### src/rtl/rs_age_station.sv
// ALU reservation station: snoops result broadcasts to resolve operands and dispatches
// the oldest ready entry (age-matrix select) into a registered valid/ready execute port.
module rs_age_station #(
  parameter int unsigned RS_DEPTH = 8,
  parameter int unsigned ROB_W    = 4,
  parameter int unsigned NUM_CDB  = 2,
  parameter int unsigned XLEN     = 32,
  localparam int unsigned CNT_W   = $clog2(RS_DEPTH + 1),
  localparam int unsigned IDX_W   = $clog2(RS_DEPTH)
) (
  input  logic                     clk,
  input  logic                     rst_n,
  input  logic                     rdy,
  input  logic                     flush,
  input  logic                     issue_valid,
  input  logic [2:0]               issue_op,
  input  logic [6:0]               issue_type,
  input  logic                     issue_alt,
  input  logic [XLEN-1:0]          issue_v1,
  input  logic [XLEN-1:0]          issue_v2,
  input  logic                     issue_dep1,
  input  logic                     issue_dep2,
  input  logic [ROB_W-1:0]         issue_tag1,
  input  logic [ROB_W-1:0]         issue_tag2,
  input  logic [ROB_W-1:0]         issue_rd_tag,
  input  logic [NUM_CDB-1:0]       cdb_valid,
  input  logic [NUM_CDB*ROB_W-1:0] cdb_tag,
  input  logic [NUM_CDB*XLEN-1:0]  cdb_value,
  output logic                     rs_full,
  output logic [CNT_W-1:0]         rs_free_cnt,
  output logic                     ex_valid,
  input  logic                     ex_ready,
  output logic [2:0]               ex_op,
  output logic [6:0]               ex_type,
  output logic                     ex_alt,
  output logic [XLEN-1:0]          ex_v1,
  output logic [XLEN-1:0]          ex_v2,
  output logic [ROB_W-1:0]         ex_rd_tag
);

  logic [RS_DEPTH-1:0] r_busy, r_dep1, r_dep2;
  logic [2:0]          r_op     [RS_DEPTH];
  logic [6:0]          r_type   [RS_DEPTH];
  logic                r_alt    [RS_DEPTH];
  logic [XLEN-1:0]     r_v1     [RS_DEPTH];
  logic [XLEN-1:0]     r_v2     [RS_DEPTH];
  logic [ROB_W-1:0]    r_tag1   [RS_DEPTH];
  logic [ROB_W-1:0]    r_tag2   [RS_DEPTH];
  logic [ROB_W-1:0]    r_rd_tag [RS_DEPTH];
  logic [RS_DEPTH-1:0] r_older  [RS_DEPTH];

  logic             r_ex_valid;
  logic [2:0]       r_ex_op;
  logic [6:0]       r_ex_type;
  logic             r_ex_alt;
  logic [XLEN-1:0]  r_ex_v1, r_ex_v2;
  logic [ROB_W-1:0] r_ex_rd_tag;

  logic [CNT_W-1:0]    w_free_cnt;
  logic [IDX_W-1:0]    w_alloc_idx;
  logic                w_issue_acc;
  logic [RS_DEPTH-1:0] w_cand, w_win;
  logic [IDX_W-1:0]    w_win_idx;
  logic                w_disp;
  logic [RS_DEPTH-1:0] w_hit1, w_hit2;
  logic [XLEN-1:0]     w_wval1 [RS_DEPTH];
  logic [XLEN-1:0]     w_wval2 [RS_DEPTH];
  logic [XLEN:0]       w_iss1, w_iss2;

  // Returns {hit, value}; the lowest matching channel wins.
  function automatic logic [XLEN:0] cdb_match(
    input logic [ROB_W-1:0]         tag,
    input logic [NUM_CDB-1:0]       vld,
    input logic [NUM_CDB*ROB_W-1:0] tags,
    input logic [NUM_CDB*XLEN-1:0]  vals
  );
    logic [XLEN:0] res;
    res = '0;
    for (int c = NUM_CDB - 1; c >= 0; c--) begin
      if (vld[c] && tags[c*ROB_W +: ROB_W] == tag) res = {1'b1, vals[c*XLEN +: XLEN]};
    end
    return res;
  endfunction

  always_comb begin
    w_free_cnt  = '0;
    w_alloc_idx = '0;
    for (int i = RS_DEPTH - 1; i >= 0; i--) begin
      w_free_cnt = w_free_cnt + CNT_W'(!r_busy[i]);
      if (!r_busy[i]) w_alloc_idx = IDX_W'(i);
    end
  end

  assign rs_full     = (w_free_cnt == '0);
  assign rs_free_cnt = w_free_cnt;
  assign w_issue_acc = issue_valid && !rs_full;
  assign w_cand      = r_busy & ~r_dep1 & ~r_dep2;

  always_comb begin
    w_win     = '0;
    w_win_idx = '0;
    for (int i = 0; i < RS_DEPTH; i++) begin
      w_win[i] = w_cand[i];
      for (int j = 0; j < RS_DEPTH; j++) begin
        if (w_cand[j] && r_older[j][i]) w_win[i] = 1'b0;
      end
      if (w_win[i]) w_win_idx = IDX_W'(i);
    end
  end

  assign w_disp = (|w_win) && (!r_ex_valid || ex_ready);

  always_comb begin
    w_hit1 = '0;
    w_hit2 = '0;
    for (int i = 0; i < RS_DEPTH; i++) begin
      {w_hit1[i], w_wval1[i]} = cdb_match(r_tag1[i], cdb_valid, cdb_tag, cdb_value);
      {w_hit2[i], w_wval2[i]} = cdb_match(r_tag2[i], cdb_valid, cdb_tag, cdb_value);
    end
    w_iss1 = cdb_match(issue_tag1, cdb_valid, cdb_tag, cdb_value);
    w_iss2 = cdb_match(issue_tag2, cdb_valid, cdb_tag, cdb_value);
  end

  always_ff @(posedge clk) begin
    if (!rst_n) begin
      r_busy      <= '0;
      r_dep1      <= '0;
      r_dep2      <= '0;
      r_ex_valid  <= 1'b0;
      r_ex_op     <= '0;
      r_ex_type   <= '0;
      r_ex_alt    <= 1'b0;
      r_ex_v1     <= '0;
      r_ex_v2     <= '0;
      r_ex_rd_tag <= '0;
      for (int i = 0; i < RS_DEPTH; i++) begin
        r_older[i]  <= '0;
        r_op[i]     <= '0;
        r_type[i]   <= '0;
        r_alt[i]    <= 1'b0;
        r_v1[i]     <= '0;
        r_v2[i]     <= '0;
        r_tag1[i]   <= '0;
        r_tag2[i]   <= '0;
        r_rd_tag[i] <= '0;
      end
    end else if (flush) begin
      r_busy     <= '0;
      r_ex_valid <= 1'b0;
      for (int i = 0; i < RS_DEPTH; i++) r_older[i] <= '0;
    end else if (rdy) begin
      for (int i = 0; i < RS_DEPTH; i++) begin
        if (r_busy[i] && r_dep1[i] && w_hit1[i]) begin
          r_dep1[i] <= 1'b0;
          r_v1[i]   <= w_wval1[i];
        end
        if (r_busy[i] && r_dep2[i] && w_hit2[i]) begin
          r_dep2[i] <= 1'b0;
          r_v2[i]   <= w_wval2[i];
        end
      end

      if (w_disp) begin
        r_ex_valid          <= 1'b1;
        r_ex_op             <= r_op[w_win_idx];
        r_ex_type           <= r_type[w_win_idx];
        r_ex_alt            <= r_alt[w_win_idx];
        r_ex_v1             <= r_v1[w_win_idx];
        r_ex_v2             <= r_v2[w_win_idx];
        r_ex_rd_tag         <= r_rd_tag[w_win_idx];
        r_busy[w_win_idx]   <= 1'b0;
      end else if (r_ex_valid && ex_ready) begin
        r_ex_valid <= 1'b0;
      end

      // New entry is younger than everything currently busy.
      if (w_issue_acc) begin
        r_busy[w_alloc_idx]   <= 1'b1;
        r_op[w_alloc_idx]     <= issue_op;
        r_type[w_alloc_idx]   <= issue_type;
        r_alt[w_alloc_idx]    <= issue_alt;
        r_tag1[w_alloc_idx]   <= issue_tag1;
        r_tag2[w_alloc_idx]   <= issue_tag2;
        r_rd_tag[w_alloc_idx] <= issue_rd_tag;
        r_dep1[w_alloc_idx]   <= issue_dep1 && !w_iss1[XLEN];
        r_dep2[w_alloc_idx]   <= issue_dep2 && !w_iss2[XLEN];
        r_v1[w_alloc_idx]     <= (issue_dep1 && w_iss1[XLEN]) ? w_iss1[XLEN-1:0] : issue_v1;
        r_v2[w_alloc_idx]     <= (issue_dep2 && w_iss2[XLEN]) ? w_iss2[XLEN-1:0] : issue_v2;
        for (int j = 0; j < RS_DEPTH; j++) r_older[j][w_alloc_idx] <= r_busy[j];
        r_older[w_alloc_idx] <= '0;
      end
    end
  end

  assign ex_valid  = r_ex_valid;
  assign ex_op     = r_ex_op;
  assign ex_type   = r_ex_type;
  assign ex_alt    = r_ex_alt;
  assign ex_v1     = r_ex_v1;
  assign ex_v2     = r_ex_v2;
  assign ex_rd_tag = r_ex_rd_tag;

endmodule

### config.mk
export PLATFORM = sky130hd
export DESIGN_NAME = rs_age_station
export DESIGN_NICKNAME = d
export VERILOG_FILES = /design/src/rtl/rs_age_station.sv
export SDC_FILE = /design/constraint.sdc
export NUM_CORES = 2
export LEC_CHECK = 0
export BUFFER_PORTS_ARGS = -buffer_cell sky130_fd_sc_hd__buf_2
export CORE_MARGIN = 2
export CORE_UTILIZATION = 50
export DETAILED_ROUTE_END_ITERATION = 10
export PLACE_DENSITY_LB_ADDON = 0.12
export SLEW_MARGIN = 20
export SYNTH_ARGS = -nofsm -noshare
export SYNTH_HDL_FRONTEND = slang
export SYNTH_SLANG_ARGS = --single-unit
### constraint.sdc
create_clock -name clk -period 7.5 [get_ports clk]
set_clock_uncertainty 0.2 [all_clocks]
set_input_delay 1.875 -clock clk [delete_from_list [all_inputs] [get_ports clk]]
set_output_delay 1.875 -clock clk [all_outputs]
set_load 0.02 [all_outputs]
# Word-level counts from Yosys, hierarchy flattened
# Memories as Yosys holds them, arrays and structs flattened. A register that Yosys moved wholly into a read port is not among the register bits.
# Index checks and enable logic that the tools add are counted.
# op_classes
eq_ne,36
n_reduce_logical,173
magnitude_cmp,4
addsub,7
n_mux,392
bitwise,97
# op_table
operator,count
$mux 33,36
$mux 32,18
$mux 1,293
$eq 4x4->1,36
$logic_and 1x1->1,141
$mux 8,16
$or 1x1->1,88
$mux 3,21
$and 8x8->8,3
$not 8->8,3
$logic_not 1->1,18
$add 4x1->4,4
$bwmux 8,2
$mux 4,3
$reduce_or 4->1,3
$lt 3x4->1 const B,2
$or 8x8->8,1
$reduce_or 8->1,1
$mux 7,1
$reduce_or 7->1,1
$demux 1 s3,2
$ge 3x1->1 const B,2
$add 3x1->4,1
$logic_not 4->1,1
other kinds (10),12
# word_totals
mem_bits_rw,760
ff_bits,25
n_memories,9
word_cells,722
in_bits,169
output_inout_bits,85
# memory_table
memory,depth,word_bits,rd,rd_clocked_by_memory_dff,write_ports,line,rtl
r_v1,8,32,1,1,9,45,logic [XLEN-1:0] r_v1 [RS_DEPTH];
r_v2,8,32,1,1,9,46,logic [XLEN-1:0] r_v2 [RS_DEPTH];
r_older,8,8,8,0,9,50,logic [RS_DEPTH-1:0] r_older [RS_DEPTH];
r_type,8,7,1,1,8,43,logic [6:0] r_type [RS_DEPTH];
r_rd_tag,8,4,1,1,8,49,logic [ROB_W-1:0] r_rd_tag [RS_DEPTH];
r_tag1,8,4,8,0,8,47,logic [ROB_W-1:0] r_tag1 [RS_DEPTH];
3 more memories,n/a,n/a,n/a,n/a,n/a,n/a,

# Depth between registers and ports, before layout
# depth
ltp_word,31
ltp_mapped,16
ltp_nobuf,14

# Least setup slack after synthesis
# Ideal clock, no wire load.
# synth_path
path_kind,input to register
startpoint,in cdb_tag[1]
endpoint,mem r_v2[6][0] (enable)
arrival_time_ps,5747
setup_ps,466
path_slack_ps,1087
t_required_ps,6834
stages,8
path_buffers,2
path_cell_list,buf_2 buf_2 xnor2_1 nand2_1 nor4_1 a31o_2 nand3_1 o21ai_0
# synth_rtl
element,line,rtl
from (decl),27,"input logic [NUM_CDB*ROB_W-1:0] cdb_tag,"
to (decl),46,

# Final worst setup path
# layout_path
startpoint,reg r_busy[7]
endpoint,out rs_full
# layout_via
elab_chain_cells,9
# layout_rtl
element,line,rtl
from (decl),41,"logic [RS_DEPTH-1:0] r_busy, r_dep1, r_dep2;"
from (signal assigned),126,r_busy <= '0;
from (signal assigned),148,r_busy <= '0;
"from (signal, indexed assignment)",171,r_busy[w_win_idx] <= 1'b0;
$logic_not 1->1,n/a,
$add 1x1->2,89,w_free_cnt = w_free_cnt + CNT_W'(!r_busy[i]);
$add 2x1->3,89,
$add 3x1->4,89,
$add 4x1->4 (4 in series),89,
$logic_not 4->1,94,assign rs_full = (w_free_cnt == '0);
to (decl),29,"output logic rs_full,"
# No other way between the ends.

==> qor.yml <==
die-area_mm2: 0.0966
cts.sinks: 864
synth_edf_count: 688
cts_buffers: 96
synthCells: 4293
worst_pin_slew_ns: 1.24
cts-root-buf: "clkbuf_16"
yosysSeqAreaShare_pct: 51.4
critPathKind: "reg -> out"
layoutNonFillerInstCount: 5557
grt_pass1_wl_mm: 274
rsz0062_at_grt: "false"
path_cells: "fa_1, inv_1, fa_1, fa_1, ha_1, inv_1, fa_1, xnor2_1, a2111o_1, inv_1, buf_2"
path_clk_slew_ns: 0.06
critPathCaptureType: "primary output"
die_w_um: 311
wire_per_inst_um: 34.7
track_usage_pct: 38.3
finalHoldViolCount: 0
ys_warn_count: 0
grt_max_degree: 111
drtIter0Drc: 5599
required_ns: 5.43
area_growth_pct: 11.0
layout-drive-gt1-share_pct: 15.5
cts_hold_buf: 0
synth.distinct_cells: 70
cts_setup_buffers: 0
die-height_um: 311
drt-vias-per-instance: 7.26
async_flop_share_pct: 0
vias: 40400
max-cap-violations: 0
io_buffer_count: 253
gp_congestion: 0.942
use_met1_pct: 49.8
fin_crit_sh_pct: 89.2
vdd_drop_max_uv: 223
detailed_place_hpwl_mm: 110
synth_fp_nets: 4471
busiest_layer: "met2"
cp-start-kind: "flip-flop"
cp_common_cell: "fa_1"
cts_tree: "yes"
timing.fmax_ghz: 0.149
slew_headroom_pct: 16.9
grt_pass1_vias: 38800
drv_slew: 0
gr-usage-met3_pct: 10.7
wl_mm: 193
cp_slowest_cell: "dfxtp_1"
grt-ovfl-total: 0
core_area_mm2: 0.0933
initial_core_util_pct: 50.4
clkLatencyLatePin_ns: 0.70
fp-row-count: 112
layout_commonest_cell: "edfxtp_1"
setup_violations: 0
layout_common_cells: "edfxtp_1 (688), mux2i_1 (545), o22ai_1 (475), buf_2 (253), nand2_1 (185)"
p_per_area_mw_per_mm2: 215
final.min_clock_period_ns: 6.69
finalPower_w: 0.0112
status: "complete, no violations"
htreeDepth: 3
hold_path_class: "reg -> reg"
use_met2_pct: 57.7
synth_flop_cell: "edfxtp_1"
cts_buffer_depth: 3
worstHoldPathCells: 2
p_leak_nw: 18.3
path_max_fanout: 18
post_cts_resized: 0
final_nets: 4396
route.detailed.drc: 0
pin_count: 254
max_stage_delay_ns: 0.71
ant_nets: 0
drtPass1Iterations: 6
dpl.cell_count: 5374
synth.avg_cell_area_um2: 11.0
worstRegToRegCells: 14
tns_ns: 0
synth_area_mm2: 0.0470
grt_antenna_before_repair: 11
synth-seq-cells: 864
critPathArrivalTime_ns: 4.62
state kept, by name, indices dropped and copies added, names as in the netlist, 8 cells and up:
| signal | cells |
|---|---|
| r_alt | 8 |
| ex_v1 | 32 |
| r_dep2 | 8 |
| r_tag2 | 32 |
| r_older | 64 |
| r_v1 | 256 |
| r_dep1 | 8 |
| r_busy | 8 |
| ex_v2 | 32 |
| r_op | 24 |
| r_type | 56 |
| r_v2 | 256 |
| r_rd_tag | 32 |
| r_tag1 | 32 |
worst paths after layout:
check                                                start                         end  slack [ns]
worst min register to register  r_older[6][6]$_SDFFE_PP0P_  r_older[6][6]$_SDFFE_PP0P_        0.26
worst max-delay path                r_busy[7]$_SDFFE_PP0P_                     rs_full        0.81
worst max register to register      r_busy[7]$_SDFFE_PP0P_       r_v1[6][22]$_DFFE_PP_        0.93
worst min-delay path            r_older[6][6]$_SDFFE_PP0P_  r_older[6][6]$_SDFFE_PP0P_        0.26
metal layers:
| layer | part of all wire, % | vias to the layer above |
|---|---|---|
| li1 | - | 16600 |
| met1 | 37 | 19900 |
| met2 | 44 | 3108 |
| met3 | 13 | 737 |
| met4 | 6.4 | 10 |
| met5 | 0.036 | - |
cells by family after synthesis:
| family | share of synthesized area [%] |
|---|---|
| AND/OR/NAND/NOR | 9.87 |
| XOR/XNOR | 2.70 |
| adder cells (fa/ha/maj) | 0.303 |
| flip-flops | 51.4 |
| AO/OA/AOI/OAI | 18.1 |
| multiplexers | 12.6 |
| buffers and inverters | 5.00 |
power breakdown:
| group | leakage [nW] | internal (W) | switching, W |
|---|---|---|---|
| sequential | 8.51 | 0.00531 | 0.0000563 |
| combinational | 8.20 | 0.000281 | 0.000699 |
| clock | 1.60 | 0.00281 | 0.00207 |
| total | 18.3 | 0.00840 | 0.00283 |
synthesized netlist by cell type (39+ instances only):
library cell	number	area, µm²
a32o_1	39	390
o21ai_1	62	310
a2111oi_0	53	464
o22ai_1	475	2970
a21oi_1	94	470
and3_1	122	763
mux2i_1	545	5460
edfxtp_1	688	20700
nand2_1	205	769
and2_1	85	532
a221oi_1	118	1030
o21ai_0	90	450
buf_2	86	430
xor2_1	108	946
dfxtp_1	176	3520
o211ai_1	86	646
nand3_1	140	701
mux2_2	43	484
nor2_1	189	709
clkbuf_1	407	1530
stage by stage:
stage | instance area [µm²] | util [%] | hold WS [ns] | setup WS (ns)
floorplan | 47000 | - | 0.205 | 1.09
finish | 52200 | 56.0 | 0.257 | 0.809
global placement | 49000 | 52.5 | 0.228 | 1.30
global route | 52200 | 56.0 | 0.276 | 0.666
CTS | 52200 | 55.9 | 0.245 | 0.834
detailed placement | 49000 | 52.5 | 0.235 | 1.13
layout make-up:
| class | count | area, µm² |
|---|---|---|
| well taps | 1254 | 1570 |
| clock inverters | 40 | 365 |
| multi-input cells | 2860 | 20900 |
| inverters | 21 | 80.1 |
| repair buffers | 375 | 2230 |
| flip-flops and latches | 864 | 24200 |
| clock buffers | 141 | 2850 |
| fillers | 8037 | 41100 |
| diodes | 2 | 5.00 |
critical path, delay by kind of cell (launching register included):
family / cells / cell delay [ns]
AOI/OAI and AO/OA: 1 / 0.53
buffers and inverters: 4 / 0.45
xor gates and xnor gates: 1 / 0.16
adders and majority gates: 5 / 2.06
DFF: 1 / 0.71
Note: power is estimated with default switching activity, not from simulation.
